$ cat src/rtl/arb4_pkg.sv
// arb4_pkg: shared constants, state type and one-hot helper for the 4-way round-robin arbiter
package arb4_pkg;
  localparam int NREQ = 4;
  localparam int HOLD_W = 8;
  typedef enum logic {IDLE, GRANT} state_t;
  function automatic logic [NREQ-1:0] onehot(input logic [1:0] i);
    return NREQ'(1) << i;
  endfunction
endpackage

$ cat src/rtl/rr_pick4.sv
// rr_pick4: first set bit of req scanning base, base+1, ... mod 4; in req[3:0], base[1:0]; out pick[1:0], any
module rr_pick4 (
  input  logic [3:0] req,
  input  logic [1:0] base,
  output logic [1:0] pick,
  output logic       any
);
  logic [3:0] rot;
  logic [1:0] off;
  assign rot = 4'({req, req} >> base);
  assign off = rot[0] ? 2'd0 : rot[1] ? 2'd1 : rot[2] ? 2'd2 : {2{rot[3]}};
  assign pick = base + off;
  assign any = |req;
endmodule

$ cat src/rtl/arb4_onehot.sv
// arb4_onehot: round-robin arbiter with hold timeout; in clk, rst_n, req[3:0], lock; out registered gnt[3:0] (one-hot or zero), gnt_valid, gnt_id[1:0]
module arb4_onehot
  import arb4_pkg::*;
#(
  parameter int HOLD_MAX = 8
) (
  input  logic            clk,
  input  logic            rst_n,
  input  logic [NREQ-1:0] req,
  input  logic            lock,
  output logic [NREQ-1:0] gnt,
  output logic            gnt_valid,
  output logic [1:0]      gnt_id
);
  localparam logic [HOLD_W-1:0] HOLD_TOP = HOLD_W'(HOLD_MAX == 0 ? 0 : HOLD_MAX - 1);
  state_t state;
  logic [1:0] ptr, owner, base, pick;
  logic [HOLD_W-1:0] hold_cnt;
  logic [NREQ-1:0] cand;
  logic any, timeout, rearb;
  assign cand = req & ~gnt;
  assign base = state == GRANT ? owner + 2'd1 : ptr;
  assign timeout = HOLD_MAX != 0 && hold_cnt == HOLD_TOP && !lock && any;
  assign rearb = state == IDLE || !req[owner] || timeout;
  rr_pick4 u_pick (
    .req (cand),
    .base(base),
    .pick(pick),
    .any (any)
  );
  always_ff @(posedge clk or negedge rst_n)
    if (!rst_n) begin
      state <= IDLE;
      ptr <= '0;
      owner <= '0;
      hold_cnt <= '0;
      gnt <= '0;
      gnt_valid <= 1'b0;
      gnt_id <= '0;
    end else if (rearb) begin
      ptr <= state == GRANT ? owner + 2'd1 : ptr;
      state <= any ? GRANT : IDLE;
      owner <= any ? pick : owner;
      gnt <= any ? onehot(pick) : '0;
      gnt_valid <= any;
      gnt_id <= any ? pick : 2'd0;
      hold_cnt <= '0;
    end else
      hold_cnt <= hold_cnt == HOLD_TOP ? hold_cnt : hold_cnt + 1'b1;
endmodule

$ cat config.mk
export PLATFORM = sky130hd
export DESIGN_NAME = arb4_onehot
export DESIGN_NICKNAME = d
export VERILOG_FILES = /design/src/rtl/arb4_pkg.sv /design/src/rtl/rr_pick4.sv /design/src/rtl/arb4_onehot.sv
export SDC_FILE = /design/constraint.sdc
export NUM_CORES = 1
export LEC_CHECK = 0
export BUFFER_PORTS_ARGS = -buffer_cell sky130_fd_sc_hd__buf_2
export CORE_ASPECT_RATIO = 0.6
export CORE_MARGIN = 3
export CORE_UTILIZATION = 45
export CTS_CLUSTER_DIAMETER = 200
export CTS_CLUSTER_SIZE = 10
export DETAILED_ROUTE_END_ITERATION = 8
export PLACE_DENSITY_LB_ADDON = 0.05
export SYNTH_ARGS = -nofsm -noshare
export SYNTH_HDL_FRONTEND = slang
export SYNTH_SLANG_ARGS = --single-unit
export TNS_END_PERCENT = 30
$ cat constraint.sdc
create_clock -name clk -period 4.4 [get_ports clk]
set_clock_uncertainty 0.05 [all_clocks]
set_input_delay 0.88 -clock clk [delete_from_list [all_inputs] [get_ports clk]]
set_output_delay 0.88 -clock clk [all_outputs]
set_load 0.03 [all_outputs]
# Yosys cells after proc, flatten, opt, wreduce, memory -nomap -nowiden
# Cells that the tools add are included.
# totals
register_bits	20
inputBits	7
wordCells	37
# classes
n_addsub	3
order_cmp	1
eq_ne	2
n_shift	2
mux	11
n_bitwise	3
reduce_logical	8
# op_table
operator	n
two-way mux 8 bit	2
two-way mux 2 bit	5
adder 8 x 1 -> 8 bit, second input constant	1
== test 8 x 3 -> 1 bit, second input constant	1
right shift 8 x 2 -> 4 bit	1
AND 4 bit	1
two-way mux 4 bit	1
inverter 4 bit	1
OR reduction 4 bit	1
<< shifter 1 x 2 -> 4 bit, first input constant	1
less-than comparator 2 x 3 -> 1 bit, second input constant	1
adder 2 x 1 -> 2 bit, second input constant	1
adder 2 bit	1
binary-select mux 1 bit (select 2 bit)	1
logical AND 1 bit	2
zero test 1 bit	2
logical OR 1 bit	2
two-way mux 1 bit	2
inequality test 2 bit, second input constant	1
AND reduction 2 bit	1
inverter 1 bit	1

# Depth between registers and ports, before layout
# logic_depth
ltp_word	9
depth_mapped	10
depth_no_buf	9

# Modules after synthesis
# From an unflattened synthesis, not the netlist that was laid out.
# unflattened
hier_cells	112
area_unflattened_um2	1149.9
# modules_own_cells
mod	instances	cells_per_inst	area_each_um2	seq_area_each_um2
arb4_onehot	1	85	970.9	475.5
rr_pick4	1	27	178.9	0.0

# Least setup slack after synthesis
# OpenSTA, ideal clock, no wires.
# synth_timing
kind	input-to-reg
startpoint	in req[2]
endpoint	reg gnt[2]
setup_ns	0.143
arrival_ns	2.727
required_ns	4.207
setup_slack_ns	1.480
cell_stages	10
n_path_buf	1
cell_sequence	nor2b_1 clkbuf_1 nand2_1 a221oi_1 a31oi_1 a21oi_1 ha_1 xnor2_1 nor4_1 o32ai_1
# synth_via
elab_chain_cells	8
word_cells_on_any_way	15
# synth_rtl
item	line	rtl
from (decl)	arb4_onehot.sv:9	input logic [NREQ-1:0] req,
AND 4 bit	arb4_onehot.sv:21	assign cand = req & ~gnt;
right shift 8 x 2 -> 4 bit	rr_pick4.sv:10	assign rot = 4'({req, req} >> base);
two-way mux 2 bit (3 in series)	rr_pick4.sv:11	assign off = rot[0] ? 2'd0 : rot[1] ? 2'd1 : rot[2] ? 2'd2 : {2{rot[3]}};
adder 2 bit	rr_pick4.sv:12	assign pick = base + off;
<< shifter 1 x 2 -> 4 bit	arb4_pkg.sv:7	return NREQ'(1) << i;
two-way mux 4 bit	arb4_onehot.sv:44	gnt <= any ? onehot(pick) : '0;
to (signal assigned)	arb4_onehot.sv:44	
to (decl)	arb4_onehot.sv:11	output logic [NREQ-1:0] gnt,
# Parallel ways exist; a longest one is shown, timed or not. The select of a mux whose other input is x is not followed.
# A chain may end at the register's enable or synchronous reset.

# Final worst setup path
# Ends and elaborated chain as after synthesis.

==> results.md <==
- Status: completed
- Ratio of cells with drive above 1 in the final layout: 17.9%
- Ant. Diodes: 0
- Max_slew headroom: 50.8%
- Clock slew seen by the registers of the worst setup and hold paths: 0.07 ns
- Vias in the first global route: 986
- Final core occ: 56.8%
- Via/cell ratio: 5.99
- Hold Path Depth: 2
- Net Sw Frac: 48.7%
- Antenna Violating Nets Remaining: 0
- Initial antenna violation count: 0
- Clock Tree Root: clkbuf_8
- Critical Path AT: 3.35 ns
- Final Hold Viols: 0
- Post-Route WL: 2730 um
- Sequential fraction of the synthesis area: 39.8%
- Starting Density: 51.0%
- Terminus of the critical flop-to-flop path: gnt[2]$_DFFE_PN0N_
- Worst min path class: flop to flop
- Seq cells post-synth: 19
- Critical path's slowest cell: nor2b_1
- Max Slew Vio Count: 0
- Clock H-tree levels: 1
- R2r setup slk: 1.41 ns
- Worst-skew pair later-pin latency: 0.26 ns
- Maximum clock path buffer count: 2
- # IOs: 14
- Worst min-delay path startpoint: gnt_id[1]$_DFFE_PN0N_
- Internal: 0.536 mW
- Die Ht: 45.9 um
- Final Worst Setup Slack: 1.11 ns
- Num CTS Buffers: 3
- Netlist cell types: 37
- Critical-path cell list: buf_2 > nor2b_1 > nand2_1 > a221oi_1 > a31oi_1 > a21oi_1 > ha_1 > xnor2_1 > nor4_1 > o32ai_1
- Leakage: 0.587 nW
- # clock sinks: 19
- Setup Fix Bufs, Post-CTS: 0
- R2R Path Start: gnt[2]$_DFFE_PN0N_
- Hold_buf cts: 0
- Clock power share: 11.8%
- First-pass GRT wire length: 4550 um
- CP bufs+invs: 1
- First-pass DRT Iterations: 4
- Most common cell in the netlist: dfrtp_1
- Worst Max-Slew Pin Slew: 0.732 ns
- CP delay by family, top: simple AND/OR/NAND/NOR gates
- Netlist Area Pre-Place: 0.00119 mm^2
- RSZ-0062 raised after global routing: false
- CP max stage delay: 0.53 ns
- Async SR Flop Fraction: 100%
- Register share of total power: 27.7%
- DRT iter0 DRCs: 43
- Gr usage total: 18.1%
- Worst VDD drop: 0.378 mV
- Core outline area: 0.00234 mm^2
- WHS: 0.483 ns
- Req. time, crit path: 4.47 ns
- Die X: 72.5 um
- WL per Instance: 16.0 um
- Setup TNS: 0 ns
- TritonCTS clock tree: built
- Fillcell total: 221
- Cell count after synthesis: 126
- Crit start category: primary input
- FP Rows: 13
- Top_reg_cell synth: dfrtp_1
- Count of final setup violators: 0
- Worst Reg-to-Reg Cells: 9
- Crit end category: flop
- Port bufs: 13
- Hold Crit Endpoint: gnt_id[1]$_DFFE_PN0N_
- Layout Nets: 150
- Post-synth EDFFs: 0
- Post-synth top cells: dfrtp_1, nor2_1
- Total vias in the final route: 1019
- Comb pwr share: 60.5%
- Maxcap violations: 0
- Post-DP HPWL: 2070 um
- # resized after CTS: 0
- Die area: 0.00333 mm^2
- Yosys Warn Count: 0
- Max Fclk: 0.304 GHz
- DRC violations left: 0
- Syn Nets: 135
- Largest net degree at the start of global routing: 20
- Pre-CTS WS: 0.863 ns
- Crit Path Max Fanout: 10
- Fin crit period: 3.29 ns
- Critical setup path kind: primary input to flop
- Syn_area_per_cell: 9.47 um^2
- Power Dens Cells: 786 mW/mm^2
- Final GP Congestion: 1.00
- GRT Residual Overflow: 0
- Dominant cell type by area after synthesis: dfrtp_1
- Top-area cell type share of the netlist area: 39.8%
- Fin crit share: 74.7%
- Area grow syn2layout: 11.4%
- Top cells by area, synth: dfrtp_1, xor2_1, nand2b_1
- NetSw: 0.509 mW
-- final cells by class --
type                    count  area [um^2]  area share (%)
flip-flops and latches     19          475            35.7
clock buffers               3         41.3            3.10
inverters                   7         26.3            1.98
clock inverters             1         5.00           0.376
multi-input cells          97          679            51.1
well taps                  30         37.5            2.82
repair buffers             13         65.1            4.89
-- cells in the final DEF (no fill, tap or decap), drive strengths merged, types with 2 or more instances in the layout --
| master | synthesis | final |
|---|---|---|
| nor2b | 4 | 4 |
| o31ai | 2 | 2 |
| nand3 | 8 | 8 |
| nor2 | 10 | 10 |
| o2111ai | 2 | 2 |
| nand2b | 7 | 7 |
| ha | 2 | 2 |
| inv | 7 | 7 |
| clkbuf | 2 | 3 |
| a211oi | 2 | 2 |
| or4 | 2 | 2 |
| xor2 | 6 | 6 |
| o32ai | 5 | 5 |
| mux2 | 3 | 3 |
| a221oi | 2 | 2 |
| buf | 1 | 13 |
| dfrtp | 19 | 19 |
| nor4 | 3 | 3 |
| a31oi | 4 | 4 |
| xnor2 | 3 | 3 |
| nand2 | 7 | 7 |
| a21oi | 5 | 5 |
| and3 | 3 | 3 |
| o21ai | 4 | 4 |
| nor3 | 3 | 3 |
-- cells by family after synthesis --
group / count (synthesis) / synth area share, %
xor gates and xnor gates: 9 / 6.60
adders and majority gates: 2 / 2.10
buffers and inverters: 10 / 3.25
muxes: 5 / 5.56
AOI/OAI and AO/OA: 30 / 19.2
DFF: 19 / 39.8
and+or+nand+nor: 51 / 23.5
-- power by group through the flow --
stage	Clock [mW]	Combinational (mW)	Sequential [mW]
finish	0.124	0.632	0.289
global route	0.133	0.692	0.297
CTS	0.128	0.627	0.289
detailed placement	0	0.623	0.291
global placement	0	0.614	0.289
floorplan	0	0.453	0.321
-- worst max-delay path by stage --
| stage | cells past startpoint | slack, ns | from | end |
|---|---|---|---|---|
| final | 10 | 1.11 | req[2] | gnt[2]$_DFFE_PN0N_ |
| after global routing | 10 | 0.71 | req[2] | gnt[2]$_DFFE_PN0N_ |
| after CTS | 10 | 1.14 | req[2] | gnt[2]$_DFFE_PN0N_ |
| after detailed placement | 10 | 0.86 | req[2] | gnt_id[1]$_DFFE_PN0N_ |
| after global placement | 10 | 0.97 | req[2] | gnt[2]$_DFFE_PN0N_ |
| after floorplan | 10 | 1.48 | req[2] | gnt[2]$_DFFE_PN0N_ |
-- worst reg2reg max path: cells and delay by family, from the launching register on --
kind / cells / cell delay [ns]
AOI/OAI and AO/OA: 4 / 0.87
and+or+nand+nor: 3 / 1.18
adders and majority gates: 1 / 0.22
xor gates and xnor gates: 1 / 0.10
DFF: 1 / 0.41
-- per-stage QoR --
stage	power (mW)	instances	instance area [um^2]
after floorplan	0.774	126	1190
after global placement	0.904	166	1280
after detailed placement	0.914	166	1280
after CTS	1.04	170	1330
after global routing	1.12	170	1330
final	1.05	170	1330
-- per-layer routing --
metal / share of wire [%] / global-route usage, % / vias to the layer above / routed length (um)
met5: 0 / 0 / - / 0
li1: - / - / 502 / -
met4: 0.44 / 2.21 / 0 / 12
met3: 5.0 / 4.63 / 3 / 137
met1: 55 / 26.8 / 484 / 1500
met2: 39 / 27.3 / 30 / 1080
-- registers in the layout (all words and copies together), names as in the netlist --
register   flops
hold_cnt       8
gnt            4
gnt_id         2
owner          2
ptr            2
gnt_valid      1
No activity file was read; power rests on OpenSTA's default activity.
